**config.mk**
```make
export PLATFORM = sky130hd
export DESIGN_NAME = player_sprite_renderer
export DESIGN_NICKNAME = d
export VERILOG_FILES = /design/src/rtl/player_sprite_renderer.sv
export SDC_FILE = /design/constraint.sdc
export NUM_CORES = 1
export LEC_CHECK = 0
export BUFFER_PORTS_ARGS = -buffer_cell sky130_fd_sc_hd__buf_2
export CORE_MARGIN = 2
export CORE_UTILIZATION = 25
export DETAILED_ROUTE_END_ITERATION = 6
export PLACE_DENSITY_LB_ADDON = 0.3
export SYNTH_ARGS = -nofsm -noshare
export SYNTH_HDL_FRONTEND = slang
export SYNTH_SLANG_ARGS = --single-unit
```
**constraint.sdc**
```tcl
create_clock -name i_Clk -period 2.14 [get_ports i_Clk]
set_input_delay 0.107 -clock i_Clk [delete_from_list [all_inputs] [get_ports i_Clk]]
set_output_delay 0.107 -clock i_Clk [all_outputs]
set_load 0.01 [all_outputs]
```
**src/rtl/player_sprite_renderer.sv**
```systemverilog
// Player sprite renderer: per-frame position latch, hit/blink FSM and 1-cycle pixel pipeline.
// Define PLAYER_SPRITE_MASK_EN to shape the sprite with a bitmap ROM instead of a solid box.
module player_sprite_renderer #(
  parameter logic [9:0]  MONITOR_WIDTH = 10'd640,
  parameter logic [9:0]  PLAYER_WIDTH  = 10'd24,
  parameter logic [9:0]  PLAYER_HEIGHT = 10'd16,
  parameter logic [9:0]  PLAYER_Y      = 10'd440,
  parameter logic [7:0]  BLINK_FRAMES  = 8'd60,
  parameter logic [3:0]  BLINK_PERIOD  = 4'd4,
  parameter logic [11:0] PLAYER_COLOR  = 12'hFFF
) (
  input  logic        i_Clk,
  input  logic        i_Rst,
  input  logic [9:0]  i_Player_Position,
  input  logic        i_fTick,
  input  logic        i_Hit,
  input  logic [9:0]  i_Pixel_X,
  input  logic [9:0]  i_Pixel_Y,
  input  logic        i_Video_On,
  output logic        o_Pixel_On,
  output logic [11:0] o_Color,
  output logic        o_Invincible
);

  localparam logic StIdle  = 1'b0;
  localparam logic StBlink = 1'b1;

  localparam logic [9:0] MaxPos    = MONITOR_WIDTH - PLAYER_WIDTH;
  localparam logic [9:0] CenterPos = MaxPos >> 1;

  logic       state_q, state_d;
  logic [9:0] pos_q, pos_d;
  logic [7:0] frame_cnt_q, frame_cnt_d;
  logic [3:0] phase_q, phase_d;
  logic       hide_q, hide_d;
  logic       pixel_on_q, pixel_on_d;
  logic       in_x, in_y, mask;

  // Position is only sampled at frame start so the sprite never tears.
  always_comb begin
    pos_d = pos_q;
    if (i_fTick) begin
      pos_d = (i_Player_Position > MaxPos) ? MaxPos : i_Player_Position;
    end
  end

  always_comb begin
    state_d     = state_q;
    frame_cnt_d = frame_cnt_q;
    phase_d     = phase_q;
    hide_d      = hide_q;
    if (state_q == StIdle) begin
      if (i_Hit) begin
        state_d     = StBlink;
        frame_cnt_d = BLINK_FRAMES;
        phase_d     = 4'd0;
        hide_d      = 1'b0;
      end
    end else if (i_fTick) begin
      if (frame_cnt_q == 8'd1) begin
        state_d     = StIdle;
        frame_cnt_d = 8'd0;
        phase_d     = 4'd0;
        hide_d      = 1'b0;
      end else begin
        frame_cnt_d = frame_cnt_q - 8'd1;
        if (phase_q == BLINK_PERIOD - 4'd1) begin
          phase_d = 4'd0;
          hide_d  = ~hide_q;
        end else begin
          phase_d = phase_q + 4'd1;
        end
      end
    end
  end

  // 11-bit compares keep pos_q + width from wrapping near the right edge.
  always_comb begin
    in_x = ({1'b0, i_Pixel_X} >= {1'b0, pos_q}) &&
           ({1'b0, i_Pixel_X} < ({1'b0, pos_q} + {1'b0, PLAYER_WIDTH}));
    in_y = ({1'b0, i_Pixel_Y} >= {1'b0, PLAYER_Y}) &&
           ({1'b0, i_Pixel_Y} < ({1'b0, PLAYER_Y} + {1'b0, PLAYER_HEIGHT}));
  end

`ifdef PLAYER_SPRITE_MASK_EN
  logic [4:0]  col;
  logic [3:0]  row;
  logic [4:0]  bit_idx;
  logic [23:0] row_bits;

  assign col     = 5'(i_Pixel_X - pos_q);
  assign row     = 4'(i_Pixel_Y - PLAYER_Y);
  assign bit_idx = 5'(PLAYER_WIDTH - 10'd1) - col;

  always_comb begin
    row_bits = 24'h000000;
    case (row)
      4'd0:  row_bits = 24'h001800;
      4'd1:  row_bits = 24'h003C00;
      4'd2:  row_bits = 24'h003C00;
      4'd3:  row_bits = 24'h007E00;
      4'd4:  row_bits = 24'h007E00;
      4'd5:  row_bits = 24'h00FF00;
      4'd6:  row_bits = 24'h01FF80;
      4'd7:  row_bits = 24'h03FFC0;
      4'd8:  row_bits = 24'h07FFE0;
      4'd9:  row_bits = 24'h0FFFF0;
      4'd10: row_bits = 24'h1FFFF8;
      4'd11: row_bits = 24'h3FFFFC;
      4'd12: row_bits = 24'h7FFFFE;
      4'd13: row_bits = 24'hFFFFFF;
      4'd14: row_bits = 24'hFFFFFF;
      default: row_bits = 24'hE7E7E7;
    endcase
  end

  assign mask = row_bits[bit_idx];
`else
  assign mask = 1'b1;
`endif

  assign pixel_on_d = i_Video_On & in_x & in_y & mask & ~hide_q;

  always_ff @(posedge i_Clk or posedge i_Rst) begin
    if (i_Rst) begin
      state_q     <= StIdle;
      pos_q       <= CenterPos;
      frame_cnt_q <= 8'd0;
      phase_q     <= 4'd0;
      hide_q      <= 1'b0;
      pixel_on_q  <= 1'b0;
    end else begin
      state_q     <= state_d;
      pos_q       <= pos_d;
      frame_cnt_q <= frame_cnt_d;
      phase_q     <= phase_d;
      hide_q      <= hide_d;
      pixel_on_q  <= pixel_on_d;
    end
  end

  assign o_Pixel_On   = pixel_on_q;
  assign o_Color      = pixel_on_q ? PLAYER_COLOR : 12'h000;
  assign o_Invincible = (state_q == StBlink);

endmodule
```
; Word-level counts from Yosys, hierarchy flattened
; Cells that the tools add are included.
[op_classes]
eq_ne = 4
n_addsub = 3
n_reduce_logical = 5
magnitude_cmp = 5
n_mux = 20
n_bitwise = 4
[op_table]
columns = cell, n
row1 = $mux W8, 4
row2 = $mux W4, 5
row3 = $mux W12, 1
row4 = $add A10 B5 Y11 const B, 1
row5 = $lt A10 B11 Y1, 1
row6 = $ge A10 B10 Y1, 1
row7 = $ge A10 B9 Y1 const B, 1
row8 = $gt A10 B10 Y1 const B, 1
row9 = $lt A10 B9 Y1 const B, 1
row10 = $mux W10, 1
row11 = $mux W1, 9
row12 = $eq A8 B1 Y1 const B, 1
row13 = $sub A8 B1 Y8 const B, 1
row14 = $add A4 B1 Y4 const B, 1
row15 = $eq A4 B2 Y1 const B, 1
row16 = $and A1 B1 Y1, 3
row17 = $ne A3 B1 Y1 const B, 1
row18 = $reduce_and A3 Y1, 1
row19 = $logic_and A1 B1 Y1, 2
row20 = $ne A2 B2 Y1 const B, 1
row21 = $reduce_and A2 Y1, 1
row22 = $reduce_bool A2 Y1, 1
row23 = $not A1 Y1, 1
[totals]
elab_cells = 47
inputBits = 35
register_bits = 25
output_inout_bits = 14

; Depth between registers and ports, before layout
[logic_depth]
word_depth = 6
depth_mapped = 9

; Worst setup path after synthesis
; No wires, ideal clock.
[synth_path]
kind = reg-to-reg
from = register pos_q[4]
to = register pixel_on_q, in the netlist o_Pixel_On
setup_time_ns = 0.104
required_time_ns = 2.036
path_stages_with_launch = 10
slack_ns = 0.145
arrival_ns = 1.891
cell_sequence = dfstp_2 -> inv_1 -> ha_1 -> nor3_1 -> nand3_1 -> xnor2_1 -> ha_1 -> nand3_1 -> nor2_1 -> a221oi_1
[synth_via]
elab_chain_cells = 6
elab_cells_between_ends = 7
[synth_rtl]
columns = element, line_no
row1 = from (decl), 32  ; logic [9:0] pos_q, pos_d;
row2 = from (signal assigned), 127  ; pos_q <= CenterPos;
row3 = from (signal assigned), 134  ; pos_q <= pos_d;
row4 = $add A10 B5 Y11, 80  ; ({1'b0, i_Pixel_X} < ({1'b0, pos_q} + {1'b0, PLAYER_WIDTH}));
row5 = $lt A10 B11 Y1, 80
row6 = $logic_and A1 B1 Y1 (*), 79  ; in_x = ({1'b0, i_Pixel_X} >= {1'b0, pos_q}) &&
row7 = $and A1 B1 Y1 (*) (3 in a row), 122  ; assign pixel_on_d = i_Video_On & in_x & in_y & mask & ~hide_q;
row8 = via pixel_on_d, 36  ; logic pixel_on_q, pixel_on_d;
row9 = to (signal assigned), 138  ; pixel_on_q <= pixel_on_d;
row10 = to (decl), 36
; Mark *: on every way through the listed nets, which the timed path passes. The rest lies on a longest branch.
; A chain may end at the register's enable or synchronous reset.

; Final worst setup path
; Same ends and word-level chain as after synthesis.

==> metrics.md <==
| Metric | Value |
|---|---|
| Reg-to-Reg Start | `pos_q[4]` |
| Number of flops mapped to enable cells by yosys | `0` |
| Die Area | `a little under 8000 µm²` |
| Setup slack of the worst register-to-register path | `0.07 ns` |
| Overall power consumption | `1.485 mW` |
| Worst rel slew slack | `68.59%` |
| Commonest non-fill, non-tap cell in the layout | `buf_2` |
| Number of buffers created by CTS | `3` |
| Vias in the first global route | `1419` |
| Sequential power share | `approximately 47%` |
| Fraction of registers with async set/reset | `100.0%` |
| Per-instance average area after synthesis | `9.150 µm²` |
| Post-route ant nets | `0` |
| Logic depth of the worst register-to-register path | `9` |
| DR vias | `1537` |
| Tightest Pin Transition | `0.4645 ns` |
| Clock Power Share | `19.2%` |
| Path type of the worst min-delay path | `primary input to register` |
| Result of the run | `finished, final reports clean` |
| # diodes | `0` |
| R2R Path End | `o_Pixel_On` |
| Final critical-path share of the clock period | `a little over nine tenths` |
| Critical Path RT | `2.31 ns` |
| Post-Synthesis Cells | `198` |
| Via-to-Cell Ratio | `4.547` |
| Largest fanout on the critical path | `2` |
| Min Tclk post-route | `2.070 ns` |
| Worst hold slack across all endpoints | `0.05915 ns` |
| Final weighted congestion in routability-driven placement | `0.7998` |
| Layout overhead on the synthesized area | `20.72%` |
| Unique cell type count in the Yosys netlist | `46` |
| Starting DRC count in detailed routing | `48` |
| Part of the total power dissipated in combinational logic | `33.7%` |
| Count of input and output buffers | `between 40 and 50` |
| Die Height | `89.13 µm` |
| Final hold violation count | `0` |
| GRT Overall Usage | `10.40%` |
| Final-report setup violation count | `0` |
| CP Data Arrival Time | `around 2.2 ns` |
| Chip Width | `~90 µm` |
| Count of buffers added by post-CTS timing repair for setup | `0` |
| Static power due to leakage | `roughly 1.1 nW` |
| Final Routed Wirelength | `4023 µm` |
| Clk root buf | `clkbuf_8` |
| Worst-skew pair later-pin latency | `0.27 ns` |
| Wire length of the first global-routing pass | `6534 µm` |
| Placeable core region | `7137 µm²` |
| Number of register bits inferred by synthesis | `25` |
| Start point of the critical path | `pos_q[4]` |
| Instance count after placement with tap cells included | `approximately 330` |
| Clock sink count | `25` |
| First drt pass iteration count | `4` |
| CTS tree | `built` |
| Share of cells above drive strength 1 | `27.62%` |
| Clock edge transition at the registers on the reported setup and hold paths | `0.09 ns` |
| Maximum operating frequency | `0.4830 GHz` |
| Final HPWL DP | `3206 µm` |
| Post-placement worst setup slack | `-0.03187 ns` |
| Number of remaining DRC errors | `0` |
| Setup crit end kind | `register` |
| Pwr dens | `678.9 nW/µm²` |
| Number of levels in the clock H-tree | `1` |
| Endpoint of the worst hold-timing path | `pos_q[8]` |
| Average wire per standard cell | `11.90 µm` |
| Final core occ | `30.65%` |
| Slew Limit Fails | `0` |
| Hold Crit Start | `i_Player_Position[8]` |
| Top library cells by usage in the layout, fill and taps aside | `buf_2 (45), dfrtp_1 (21), ha_1 (20)` |
| Post-layout worst setup margin | `roughly 0.070 ns` |
| Residual overflow from global routing | `0` |
| Internal Power | `0.9682 mW` |
| Syn_nets | `254` |
| Final sum of negative setup slack | `0 ns` |
| Reported net switching power | `slightly above 0.5 mW` |
| Number of antenna violations at the first check in global routing | `0` |
| Final design instance area without fill | `2187 µm²` |
| Clock tree skew after final layout | `0.008127 ns` |
| Final #Nets | `296` |
| Standard cell area after detailed placement | `2103 µm²` |
| Number of cells on the worst hold path | `3` |
| Setup repair after global routing missed its margin | `yes` |
| Number of synthesis warnings | `0` |
| Crit start category | `register` |
| Largest net degree at the start of global routing | `26` |
| Max_cap viols | `0` |
| Primary flip-flop cell chosen by synthesis mapping | `dfrtp_1` |
| Largest vdd supply drop | `between 0.2 and 0.3 mV` |
| Effective utilization at floorplan | `25.39%` |
| Row cnt | `31` |
| Number of non-filler instances in the completed layout | `338` |
| Sw Share | `34.79%` |
| Netlist area before placement | `1812 µm²` |
| Proportion of synthesized chip area in sequential cells | `34.81%` |
| IO Count | `a little under 50` |
| Maximum buffer depth of the clock tree | `2` |
| Crit path kind | `register to register` |
-- cells in the mapped netlist (2+ instances only) --
cell	number	share of area [%]
inv_1	15	3.1
a21o_1	4	1.7
a211o_1	3	1.5
a21oi_1	9	2.5
nor2_1	15	3.1
nor2b_1	3	1.0
nand2_1	15	3.1
mux2_2	2	1.2
dfstp_2	4	5.8
nand4b_1	4	1.9
mux2i_1	5	2.8
xnor2_1	5	2.4
nand3_1	3	0.83
or3_1	2	0.69
ha_1	21	15
buf_4	12	5.0
nor3_1	6	1.7
xor2_1	3	1.5
dfrtp_1	21	29
o21ai_0	15	4.1
a211oi_1	5	2.1
or4_1	2	0.83
-- timing repair --
item | 4_1_cts | 5_1_grt
endpoints found under the hold margin | 21 | 0
setup endpoints to repair | 1 | 1
resized for setup | 1 | 6
pin swaps | 0 | 2
hold buffers | 1 | 0
-- how the worst max path moves through the flow --
stage                       endpoint  slack, ns
after floorplan           o_Pixel_On       0.14
after global placement    o_Pixel_On        0.1
after detailed placement  o_Pixel_On      -0.03
after CTS                 o_Pixel_On       0.04
after global routing      o_Pixel_On      -0.03
final                     o_Pixel_On       0.07
-- logic make-up after synthesis --
| family | count (synthesis) | share of synthesized area, % |
|---|---|---|
| AOI/OAI and AO/OA | 45 | 15.68 |
| xor gates and xnor gates | 8 | 3.868 |
| adders and majority gates | 21 | 14.50 |
| buffers and inverters | 30 | 8.770 |
| DFF | 25 | 34.81 |
| muxes | 7 | 4.006 |
| and+or+nand+nor | 62 | 18.37 |
-- worst max-delay path, stage by stage (launching register included) --
cell      delay, ns
dfstp_2        0.55
inv_2          0.05
ha_4           0.16
nor3_4         0.21
nand3_1        0.11
xnor2_1        0.13
ha_1           0.31
a21oi_2        0.14
o21ai_1        0.07
a221oi_1       0.23
-- per-layer routing --
metal / vias up / part of all wire, % / GRT usage, %
met3: 5 / 4.3 / 1.108
li1: 784 / - / -
met1: 709 / 50 / 14.61
met2: 39 / 44 / 16.84
met5: - / 0 / 0
met4: 0 / 1.2 / 3.121
-- cell type report --
type	instances	area, µm²
Timing Repair Buffer	52	280.3
Clock buffer	3	41.29
Tap cell	99	123.9
Inverter	15	56.30
Fill cell	785	4950
Multi-Input combinational cell	143	1050
Clock inverter	1	5.005
Sequential cell	25	630.6
-- state kept, by name, indices dropped and copies added (netlist names) --
register and count:
hide_q 1, phase_q 4, frame_cnt_q 8, o_Pixel_On 1, pos_q 10, o_Invincible 1
-- power by group through the flow --
stage	Sequential [mW]	Combinational, mW	Clock, mW
3_5_place_dp	0.708	0.487	0
2_1_floorplan	0.684	0.359	0
5_1_grt	0.722	0.576	0.317
6_report	0.700	0.500	0.284
4_1_cts	0.699	0.494	0.304
3_3_place_gp	0.707	0.476	0
Note: power is estimated with default switching activity, not from simulation.
